<file path="src/rtl/mux2_rr_arbiter_pkg.sv">
// Shared types for the two-requester round-robin mux arbiter.
//   arb_state_e : grant FSM state. Encoding 2'd3 is unused and recovers to StIdle.
package mux2_rr_arbiter_pkg;

  typedef enum logic [1:0] {
    StIdle = 2'd0,
    StG0   = 2'd1,
    StG1   = 2'd2
  } arb_state_e;

  // Mux select that goes with a given grant state; idle_sel is used when nobody owns the mux.
  function automatic logic sel_for_state(arb_state_e st, logic idle_sel);
    logic s;
    case (st)
      StG0:    s = 1'b0;
      StG1:    s = 1'b1;
      default: s = idle_sel;
    endcase
    return s;
  endfunction

endpackage

</file>
<file path="src/rtl/mux2_rr_arbiter_if.sv">
// Bus between two requesters and the round-robin mux arbiter.
//   req0/req1, din0/din1 : requester side (driven by master)
//   gnt0/gnt1, sel       : registered grant and mux select (driven by slave)
//   dout, dout_vld, busy : shared data stream, valid qualifier, arbiter-busy flag
interface mux2_rr_arbiter_if #(
  parameter int unsigned W = 8
);
  logic         req0;
  logic         req1;
  logic [W-1:0] din0;
  logic [W-1:0] din1;
  logic         gnt0;
  logic         gnt1;
  logic         sel;
  logic [W-1:0] dout;
  logic         dout_vld;
  logic         busy;

  modport master (
    output req0, req1, din0, din1,
    input  gnt0, gnt1, sel, dout, dout_vld, busy
  );

  modport slave (
    input  req0, req1, din0, din1,
    output gnt0, gnt1, sel, dout, dout_vld, busy
  );
endinterface

</file>
<file path="src/rtl/mux2_rr_arbiter_mux2_w.sv">
// Combinational W-bit 2:1 mux.
//   a : selected when s=0
//   b : selected when s=1
//   s : select
//   y : output
module mux2_w #(
  parameter int unsigned W = 8
) (
  input  logic [W-1:0] a,
  input  logic [W-1:0] b,
  input  logic         s,
  output logic [W-1:0] y
);
  assign y = s ? b : a;
endmodule

</file>
<file path="src/rtl/mux2_rr_arbiter.sv">
// Round-robin arbiter sharing one W-bit 2:1 mux between two requesters.
// Grant and select are registered (req in cycle n -> gnt in cycle n+1); dout is the mux of the
// registered select, so only the granted source ever reaches it.
//   clk : rising-edge clock
//   rst : synchronous active-high reset
//   bus : slave side of mux2_rr_arbiter_if (reqs/data in, grants/select/dout/status out)
module mux2_rr_arbiter
  import mux2_rr_arbiter_pkg::*;
#(
  parameter int unsigned W        = 8,
  parameter int unsigned MAX_HOLD = 4,
  parameter bit          M        = 1'b0
) (
  input  logic                  clk,
  input  logic                  rst,
  mux2_rr_arbiter_if.slave      bus
);

  localparam int unsigned HoldW = $clog2(MAX_HOLD + 1);
  localparam logic [HoldW-1:0] HoldMax = HoldW'(MAX_HOLD);

  arb_state_e       state_q, state_d;
  logic [HoldW-1:0] hold_q, hold_d;
  logic             last_q, last_d;  // requester most recently released; 1 lets req0 win a tie
  logic             sel_q, sel_d;
  logic             hold_done;

  // Signed compare keeps this well-formed for MAX_HOLD=1, where every cycle is a release point.
  // Using >= rather than == also lets a late contender in once the count has saturated.
  assign hold_done = (int'(hold_q) + 1) >= int'(MAX_HOLD);

  // State register
  always_ff @(posedge clk) begin
    if (rst) begin
      state_q <= StIdle;
      hold_q  <= '0;
      last_q  <= 1'b1;
      sel_q   <= M;
    end else begin
      state_q <= state_d;
      hold_q  <= hold_d;
      last_q  <= last_d;
      sel_q   <= sel_d;
    end
  end

  // Next-state logic
  always_comb begin
    state_d = state_q;
    hold_d  = hold_q;
    last_d  = last_q;
    case (state_q)
      StIdle: begin
        hold_d = '0;
        if (bus.req0 && (!bus.req1 || last_q)) begin
          state_d = StG0;
        end else if (bus.req1) begin
          state_d = StG1;
        end
      end
      StG0: begin
        if (!bus.req0) begin
          state_d = bus.req1 ? StG1 : StIdle;
        end else if (bus.req1 && hold_done) begin
          state_d = StG1;
        end
        if (state_d != StG0) begin
          hold_d = '0;
          last_d = 1'b0;
        end else if (hold_q != HoldMax) begin
          hold_d = hold_q + HoldW'(1);
        end
      end
      StG1: begin
        if (!bus.req1) begin
          state_d = bus.req0 ? StG0 : StIdle;
        end else if (bus.req0 && hold_done) begin
          state_d = StG0;
        end
        if (state_d != StG1) begin
          hold_d = '0;
          last_d = 1'b1;
        end else if (hold_q != HoldMax) begin
          hold_d = hold_q + HoldW'(1);
        end
      end
      default: begin
        state_d = StIdle;
        hold_d  = '0;
      end
    endcase
    // Select moves on the same edge as the grant.
    sel_d = sel_for_state(state_d, M);
  end

  // Outputs
  always_comb begin
    bus.gnt0     = (state_q == StG0);
    bus.gnt1     = (state_q == StG1);
    bus.sel      = sel_q;
    bus.busy     = (state_q != StIdle);
    bus.dout_vld = (bus.gnt0 & bus.req0) | (bus.gnt1 & bus.req1);
  end

  mux2_w #(
    .W (W)
  ) u_dout_mux (
    .a (bus.din0),
    .b (bus.din1),
    .s (sel_q),
    .y (bus.dout)
  );

endmodule
</file>
<file path="src/flat_wrapper.sv">
// flat-port wrapper written by rule: the top's interface ports become plain ports
module mux2_rr_arbiter_flat import mux2_rr_arbiter_pkg::*;
#(
  parameter int unsigned W        = 8,
  parameter int unsigned MAX_HOLD = 4,
  parameter bit          M        = 1'b0
)
  (clk, rst, bus_req0, bus_req1, bus_din0, bus_din1, bus_gnt0, bus_gnt1, bus_sel, bus_dout, bus_dout_vld, bus_busy);
  mux2_rr_arbiter_if #(.W(W)) bus_i ();
  input  logic clk;
  input  logic rst;
  input wire logic [$bits(bus_i.req0)-1:0] bus_req0;
  input wire logic [$bits(bus_i.req1)-1:0] bus_req1;
  input wire logic [$bits(bus_i.din0)-1:0] bus_din0;
  input wire logic [$bits(bus_i.din1)-1:0] bus_din1;
  output wire logic [$bits(bus_i.gnt0)-1:0] bus_gnt0;
  output wire logic [$bits(bus_i.gnt1)-1:0] bus_gnt1;
  output wire logic [$bits(bus_i.sel)-1:0] bus_sel;
  output wire logic [$bits(bus_i.dout)-1:0] bus_dout;
  output wire logic [$bits(bus_i.dout_vld)-1:0] bus_dout_vld;
  output wire logic [$bits(bus_i.busy)-1:0] bus_busy;
  assign bus_i.req0 = bus_req0;
  assign bus_i.req1 = bus_req1;
  assign bus_i.din0 = bus_din0;
  assign bus_i.din1 = bus_din1;
  assign bus_gnt0 = bus_i.gnt0;
  assign bus_gnt1 = bus_i.gnt1;
  assign bus_sel = bus_i.sel;
  assign bus_dout = bus_i.dout;
  assign bus_dout_vld = bus_i.dout_vld;
  assign bus_busy = bus_i.busy;
  mux2_rr_arbiter #(.W(W), .MAX_HOLD(MAX_HOLD), .M(M)) u_core (.clk(clk), .rst(rst), .bus(bus_i));
endmodule
</file>
<file path="config.mk">
export PLATFORM = sky130hd
export DESIGN_NAME = mux2_rr_arbiter_flat
export DESIGN_NICKNAME = d
export VERILOG_FILES = /design/src/rtl/mux2_rr_arbiter_pkg.sv /design/src/rtl/mux2_rr_arbiter_if.sv /design/src/rtl/mux2_rr_arbiter_mux2_w.sv /design/src/rtl/mux2_rr_arbiter.sv /design/src/flat_wrapper.sv
export SDC_FILE = /design/constraint.sdc
export NUM_CORES = 1
export LEC_CHECK = 0
export ABC_AREA = 1
export CAP_MARGIN = 20
export CORE_MARGIN = 3
export CORE_UTILIZATION = 38
export CTS_CLUSTER_DIAMETER = 30
export CTS_CLUSTER_SIZE = 16
export DETAILED_ROUTE_END_ITERATION = 16
export PLACE_DENSITY_LB_ADDON = 0.3
export SKIP_CTS_REPAIR_TIMING = 1
export SLEW_MARGIN = 25
export SYNTH_ARGS = -nofsm -noshare
export SYNTH_HDL_FRONTEND = slang
export SYNTH_SLANG_ARGS = --single-unit
</file>
<file path="constraint.sdc">
create_clock -name clk -period 1.7 [get_ports clk]
set_input_delay 0.34 -clock clk [delete_from_list [all_inputs] [get_ports clk]]
set_output_delay 0.34 -clock clk [all_outputs]
set_load 0.02 [all_outputs]
</file>
==> impl_metrics.ini, run 1 <==
[logic_synthesis]
synth_simple_gate_area_share_pct = 31.5
synth_ff_type = dfxtp_1
syn_area_per_cell_um2 = 7.61
netlist_instances = 83
synth_area_um2 = 632
postSynth.asyncResetShare_pct = 0
synth_fa_ha_area_share_pct = 11.9
synth_area_leaders = dfxtp_1, mux2_2, ha_1, nand2_1, inv_1
synth_top_family_by_area = simple AND/OR/NAND/NOR gates
synth_compound_area_share_pct = 9.70
syn_nets = 109
synth_seq_cells = 7
synth_edf_count = 0
synth_common_cells = nand2_1, inv_1, mux2_2
synth_top_area_share_pct = 22.2
yosysTopAreaCell = dfxtp_1
yosysSeqAreaShare_pct = 22.2
synth_xor_area_share_pct = 1.39
synthMostInstantiatedCell = nand2_1
netlist-cell-type-count = 21
synth_warnings = 0
synth.area.mux_share_pct = 14.3

[sta]
maxSlewViolCount = 0
finClkSkew_ns = 0.00641
hold_violations = 0
fmax_mhz = 619
fin_ws_ns = 0.0850
grt_setup_unrepaired = no
fin_crit_ns = 1.61
worst_pin_slew_ns = 0.238
whs_ns = 0.475
post-route-period-util_pct = 95.0
slew_headroom_pct = 84.1
finalSetupViolations = 0

[hold_path]
hp-start = u_core.last_q
whs_endpoint = u_core.last_q
whs_path_depth = 2
hp-class = reg -> reg

[place]
dp.cells = 145
place.gp.congestion = 0.870
hpwl_um = 1460
io_buffers = 32
place_ws_ns = -0.230

[floorplanning]
start_util_pct = 41.0
chipHeight_um = 46.8
die_x_um = 46.8
die_area_um2 = 2190
core_um2 = 1540
ioPinCount = 33
row_count = 14

[pwr]
p_leak_nw = 0.652
power_density_nw_per_um2 = 607
peakVddDrop_mv = 0.566
power_frac_seq_pct = 26.9
p_sw_w = 0.000234
clockPowerShare_pct = 21.5
internal_power_w = 0.000461
p_comb_share_pct = 51.6
swShare_pct = 33.7

[clock_tree]
clk_pin_slew_worst_paths_ns = 0.06
clkSinkCount = 7
cts-root-buf = clkbuf_4
cts_tree = yes
clock_latency_ns = 0.25
cts-htree-levels = 1
clk_path_buf_depth = 2
numCtsBuffers = 3

[layout]
area_growth_pct = 81.2
layout-drive-gt1-share_pct = 32.3
utilization_pct = 74.3
multi_input_area_um2 = 434
diodes = 0
layoutNonFillerInstCount = 149
regArea_um2 = 140
fillers = 123
nets = 160

[global_routing]
grt_pass1_wl_um = 2540
overflow = 0
track_usage_pct = 15.9
grt_pass1_vias = 679
grt_max_degree = 10
grt_antenna_before_repair = 0

[route]
drc = 0
ant_nets = 0
wl_per_cell_um = 11.9
firstDrtPassIters = 4
drt_iter0_drc = 3
wl_um = 1780
avgViaCountPerCell = 4.87
vias = 725

[critical_path]
rrSetupSlack_ns = 0.24
r2r_end = u_core.last_q
crit_type = reg -> out
required_ns = 1.36
start_kind = register
ff2ff_path_depth = 10
path_max_fanout = 9
cp.arrival_ns = 1.27
cp-end-kind = output port
rr_startpoint = u_core.state_q[0]

[flow_run]
maxCapViolations = 0

[outcome]
outcome = finished clean
==> area by class of cell <==
type / instances / area share (%)
Clock buffer: 3 / 1.97
Clock inverter: 1 / 0.437
Inverter: 14 / 4.59
Multi-Input combinational cell: 61 / 37.9
Sequential cell: 7 / 12.2
Tap cell: 16 / 1.75
Timing Repair Buffer: 47 / 41.1
==> routing by layer <==
metal / GRT usage, % / part of all wire [%] / up-vias / wire [um]
met5: 0 / 0 / - / 0
met4: 3.31 / 0.73 / 0 / 13
met3: 4.98 / 13 / 2 / 237
met2: 32.2 / 48 / 29 / 846
met1: 15.3 / 38 / 330 / 683
li1: - / - / 364 / -
==> registers in the layout, indices dropped and copies added (netlist names) <==
name,cells
u_core.hold_q,3
u_core.state_q,2
u_core.bus.sel,1
u_core.last_q,1
==> logic make-up (layout without fill, tap and decap cells) <==
kind of cell | Yosys count | in the layout
buffers and inverters | 15 | 65
DFF | 7 | 7
and+or+nand+nor | 37 | 37
muxes | 8 | 8
AOI/OAI and AO/OA | 9 | 9
adders and majority gates | 6 | 6
xor gates and xnor gates | 1 | 1
==> cells in the final DEF, fill, tap and decap left out, types with 3 or more instances in the layout <==
master / instances
buf_4: 14
clkbuf_4: 3
clkdlybuf4s50_1: 19
dfxtp_1: 7
dlymetal6s2s_1: 12
ha_1: 6
inv_1: 12
mux2_2: 8
nand2_1: 17
nand2_2: 4
nand3_1: 4
nand3_2: 4
nor2_1: 6
==> worst max-delay path: stages (launching register included) <==
cell	delay, ns
dfxtp_1	0.36
buf_12	0.13
mux2_2	0.33
dlymetal6s2s_1	0.21
==> power by group through the flow <==
| stage | combinational (W) | clock (W) | sequential [W] |
|---|---|---|---|
| 6_report | 0.000358 | 0.000149 | 0.000187 |
| 5_1_grt | 0.000387 | 0.000159 | 0.000188 |
| 4_1_cts | 0.000370 | 0.000157 | 0.000187 |
| 3_5_place_dp | 0.000368 | 0 | 0.000191 |
| 3_3_place_gp | 0.000359 | 0 | 0.000190 |
| 2_1_floorplan | 0.000160 | 0 | 0.000193 |
==> per-stage QoR <==
stage	total power [W]	TNS [ns]	area, um^2
6_report	0.000695	0	1140
5_1_grt	0.000735	0	1140
4_1_cts	0.000715	-3.15	1120
3_5_place_dp	0.000559	-1.63	1090
3_3_place_gp	0.000549	-1.54	1090
2_1_floorplan	0.000354	0	632
==> how the worst max path moves through the flow <==
stage                      startpoint            to  slack [ns]  cells after the start
finish                 u_core.bus.sel   bus_dout[7]        0.09                      3
global route        u_core.state_q[0]      bus_gnt1        0.04                      4
CTS                 u_core.state_q[0]  bus_dout_vld       -0.31                      5
detailed placement           bus_req1  bus_dout_vld       -0.23                      4
global placement             bus_req1  bus_dout_vld       -0.23                      4
floorplan           u_core.state_q[0]  bus_dout_vld        0.08                      4
(Power assumes the default switching activity.)
==> inputs of run 2 (changes only) <==
- REMOVE_ABC_BUFFERS: unset -> 1
==> run 2 against run 1 <==
  * Global-route usage increased by 0.92 points
  * Critical path type unchanged
  * Cell count shrank 0.67%
  * Largest power group unchanged
  * Worst hold slack got worse by 0.0022 ns
  * Non-clock buffer count is 1 lower
  * Power is essentially flat
  * Count of clock-buffer cells in the layout unchanged
  * Flip-flop and latch count did not move
  * Clock power is 3% higher
  * Clock skew is 0.00084 ns higher
  * Combinational power about the same
  * Die area is the same
==> impl_metrics.ini, run 2 (synthesis results as in run 1) <==
[sta]
fmax_mhz = 616
slew_headroom_pct = 84.1
fin_setup_tns_ns = 0
grt_setup_unrepaired = no
finalSetupViolations = 0
maxSlewViolCount = 0
hold_violations = 0
worst_pin_slew_ns = 0.239
fin_crit_ns = 1.62
fin_ws_ns = 0.0768
whs_ns = 0.473
finClkSkew_ns = 0.00725
post-route-period-util_pct = 95.5

[global_routing]
grt_pass1_vias = 691
track_usage_pct = 16.8
grt_pass1_wl_um = 2680
grt_antenna_before_repair = 0
overflow = 0
grt_max_degree = 10

[floorplanning]
start_util_pct = 41.0
core_um2 = 1540
die_area_um2 = 2190
die_x_um = 46.8
chipHeight_um = 46.8
ioPinCount = 33
row_count = 14

[clock_tree]
cts-htree-levels = 1
cts-root-buf = clkbuf_4
clock_latency_ns = 0.26
cts_tree = yes
clk_pin_slew_worst_paths_ns = 0.05
clk_path_buf_depth = 2
clkSinkCount = 7
numCtsBuffers = 3

[route]
ant_nets = 0
drt_iter0_drc = 5
avgViaCountPerCell = 5.01
route.met3.wl_um = 304
firstDrtPassIters = 4
wl_um = 1830
top_layer = met4
wl_met1_um = 638
wl_per_cell_um = 12.4
vias = 741
wl_met2_um = 870
drc = 0

[place]
place.gp.congestion = 0.850
hpwl_um = 1460
place_ws_ns = -0.298
placed_cell_area_um2 = 1080
io_buffers = 32

[hold_path]
whs_path_depth = 2
hp-start = u_core.last_q
whs_endpoint = u_core.last_q
hp-class = reg -> reg

[layout]
diodes = 0
area_growth_pct = 80.0
utilization_pct = 73.8
final_cell_mix = clkdlybuf4s50_1, nand2_1, buf_4, inv_1, dlymetal6s2s_1
largest_register = u_core.hold_q
nets = 159
final_common_cell = clkdlybuf4s50_1
postLayoutCellArea_um2 = 1140
layout-drive-gt1-share_pct = 31.8
top_regs = u_core.hold_q: 3 flops, u_core.state_q: 2 flops
largest_register_ffs = 3

[critical_path]
path_max_fanout = 3
ff2ff_path_depth = 10
rrSetupSlack_ns = 0.25
rr_startpoint = u_core.state_q[0]
start_kind = register
cp-end-kind = output port
required_ns = 1.36
crit_type = reg -> out
cp.arrival_ns = 1.28
r2r_end = u_core.last_q
critical_path.startpoint = u_core.state_q[0]

[pwr]
power_density_nw_per_um2 = 611
p_leak_nw = 0.647
peakVddDrop_mv = 0.562

[flow_run]
maxCapViolations = 0

[outcome]
outcome = finished clean
[run 2: changes by cell type in the layout (fill, tap and decap cells not counted), sizes merged]
cell / previous run / this run
buf: 15 / 14
[run 2: how the worst max path moves through the flow]
| stage | slack (ns) | end | cells after the start |
|---|---|---|---|
| after global routing | 0.01 | bus_dout_vld | 5 |
| after detailed placement | -0.30 | bus_dout_vld | 4 |
| after global placement | -0.27 | bus_dout_vld | 4 |
| after CTS | -0.35 | bus_dout_vld | 5 |
| after floorplan | -0.07 | bus_dout_vld | 4 |
| final | 0.08 | bus_dout_vld | 5 |
[run 2: power breakdown]
part           internal (W)  switching, W
clock network     0.0000862     0.0000670
registers          0.000177     0.0000104
logic              0.000193      0.000162
[run 2: final cells by class]
class / count / area (um^2)
Clock inverter: 1 / 5.00
Timing Repair Buffer: 46 / 463
Tap cell: 16 / 20.0
Inverter: 14 / 52.6
Multi-Input combinational cell: 61 / 434
Clock buffer: 3 / 22.5
Sequential cell: 7 / 140
Fill cell: 128 / 404
[run 2: per-layer routing]
metal | vias up | global-route usage, %
li1 | 364 | -
met1 | 334 | 15.3
met2 | 38 | 32.5
met3 | 5 | 8.05
met4 | 0 | 4.97
met5 | - | 0
[run 2: worst max-delay path, stage by stage, from the launching register on]
cell	delay, ns
dfxtp_1	0.33
inv_1	0.11
ha_1	0.17
inv_1	0.06
o21ai_0	0.16
clkbuf_2	0.20
[run 2: metrics by stage]
step	std cells	power, W
floorplan	82	0.000351
global placement	144	0.000544
detailed placement	144	0.000554
CTS	148	0.000709
global route	148	0.000731
finish	148	0.000695
==> inputs of run 3 (changes only) <==
- CORE_AREA: unset -> 2 2 39 41
- CORE_MARGIN: 3 -> unset
- CORE_UTILIZATION: 38 -> unset
- DIE_AREA: unset -> 0 0 41 43
- DONT_BUFFER_PORTS: unset -> 1
==> run 3 against run 2 <==
  * Register-to-register slack gained 0.12 ns
  * Maximum frequency grew 1.5%
  * Utilization shrank 23 points
  * Critical path depth is the same
  * First-iteration DRC count shrank 40%
  * Die area shrank 19%
  * Via count shrank 24%
  * Clock skew shrank 0.0012 ns
  * Cell area shrank 38%
  * Sequential power grew 5%
  * Largest cell class is now multi-input gates
  * Highest routed layer unchanged
==> impl_metrics.ini, run 3 (synthesis results as in run 1) <==
[outcome]
outcome = finished clean

[clock_tree]
numCtsBuffers = 3
clock_latency_ns = 0.25
clk_path_buf_depth = 2
cts-htree-levels = 1
clkSinkCount = 7
cts_tree = yes
clk_pin_slew_worst_paths_ns = 0.05
cts-root-buf = clkbuf_4

[layout]
area_growth_pct = 11.7
largest_register = u_core.hold_q
layoutNonFillerInstCount = 106
diodes = 0
nets = 117
top_regs = u_core.hold_q: 3 flops, u_core.state_q: 2 flops
largest_register_ffs = 3
final_cell_mix = nand2_1, inv_1, mux2_2, nor2_1, ha_1
postLayoutCellArea_um2 = 706
layout-drive-gt1-share_pct = 37.8
final_common_cell = nand2_1

[route]
avgViaCountPerCell = 5.32
wl_per_cell_um = 11.8
wl_um = 1250
drc = 0
drt_iter0_drc = 3
vias = 564
ant_nets = 0
firstDrtPassIters = 4

[sta]
worst_pin_slew_ns = 0.323
slew_headroom_pct = 78.5
finClkSkew_ns = 0.00606
grt_setup_unrepaired = no
fin_crit_ns = 1.60
maxSlewViolCount = 0
post-route-period-util_pct = 94.1
finalSetupViolations = 0
fmax_mhz = 625
hold_violations = 0

[floorplanning]
core_um2 = 1380
start_util_pct = 45.7
die_x_um = 41
ioPinCount = 33
chipHeight_um = 43
die_area_um2 = 1760
row_count = 14

[critical_path]
rrSetupSlack_ns = 0.37
ff2ff_path_depth = 10
rr_startpoint = u_core.hold_q[0]
cp.arrival_ns = 1.26
start_kind = register
cp-end-kind = output port
required_ns = 1.36
r2r_end = u_core.last_q
path_max_fanout = 5
crit_type = reg -> out

[hold_path]
whs_endpoint = u_core.state_q[0]
whs_path_depth = 2
hp-start = rst
hp-class = in -> reg

[place]
dp.cells = 102
io_buffers = 0
placed_cell_area_um2 = 677
hpwl_um = 1110
place.gp.congestion = 0.827

[flow_run]
maxCapViolations = 0

[global_routing]
grt_pass1_wl_um = 2130
grt_max_degree = 10
grt_pass1_vias = 581
track_usage_pct = 17.5
grt_antenna_before_repair = 0
overflow = 0

[pwr]
p_leak_nw = 0.336
peakVddDrop_mv = 0.462
power_density_nw_per_um2 = 769
## run 3: routing by layer
| layer | up-vias | GRT usage (%) | part of all wire [%] |
|---|---|---|---|
| li1 | 279 | - | - |
| met1 | 252 | 18.6 | 38 |
| met2 | 31 | 31.3 | 52 |
| met3 | 2 | 5.24 | 9.5 |
| met4 | 0 | 4.00 | 0.56 |
| met5 | - | 0 | 0 |
## run 3: per-stage QoR
| stage | TNS, ns | power, W | worst slack [ns] | util [%] | hold slack, ns |
|---|---|---|---|---|---|
| floorplan | -0.0739 | 0.000351 | -0.0739 | - | 0.426 |
| global placement | 0 | 0.000389 | 0.271 | 48.9 | 0.455 |
| detailed placement | 0 | 0.000392 | 0.220 | 48.9 | 0.455 |
| CTS | -0.0480 | 0.000545 | -0.0480 | 50.8 | 0.279 |
| global route | 0 | 0.000584 | 0.00676 | 51.0 | 0.279 |
| finish | 0 | 0.000543 | 0.101 | 51.0 | 0.279 |
## run 3: critical path: stages, from the launching register on
cell and delay [ns]:
dfxtp_2 0.37, inv_2 0.07, ha_1 0.21, inv_1 0.11
o21ai_1 0.09, buf_4 0.16
## run 3: final cells by class
cell class | count | area (um^2)
Fill cell | 134 | 678
Timing Repair Buffer | 4 | 30.0
Multi-Input combinational cell | 61 | 434
Inverter | 14 | 52.6
Clock buffer | 4 | 26.3
Tap cell | 16 | 20.0
Sequential cell | 7 | 143
## run 3: power by group
| group | switching, W | internal [W] |
|---|---|---|
| clock network | 0.0000622 | 0.0000897 |
| logic | 0.000123 | 0.0000705 |
| registers | 0.0000190 | 0.000178 |
| total | 0.000204 | 0.000338 |
## run 3: worst max path at each step
stage / cells after the start / startpoint / endpoint / slack, ns
final: 5 / u_core.state_q[0] / bus_dout_vld / 0.10
after global routing: 5 / u_core.state_q[0] / bus_dout_vld / 0.007
after CTS: 5 / u_core.state_q[1] / bus_dout_vld / -0.05
after floorplan: 4 / u_core.state_q[0] / bus_dout_vld / -0.07
after global placement: 5 / u_core.state_q[0] / bus_dout_vld / 0.27
after detailed placement: 5 / u_core.state_q[1] / bus_dout_vld / 0.22
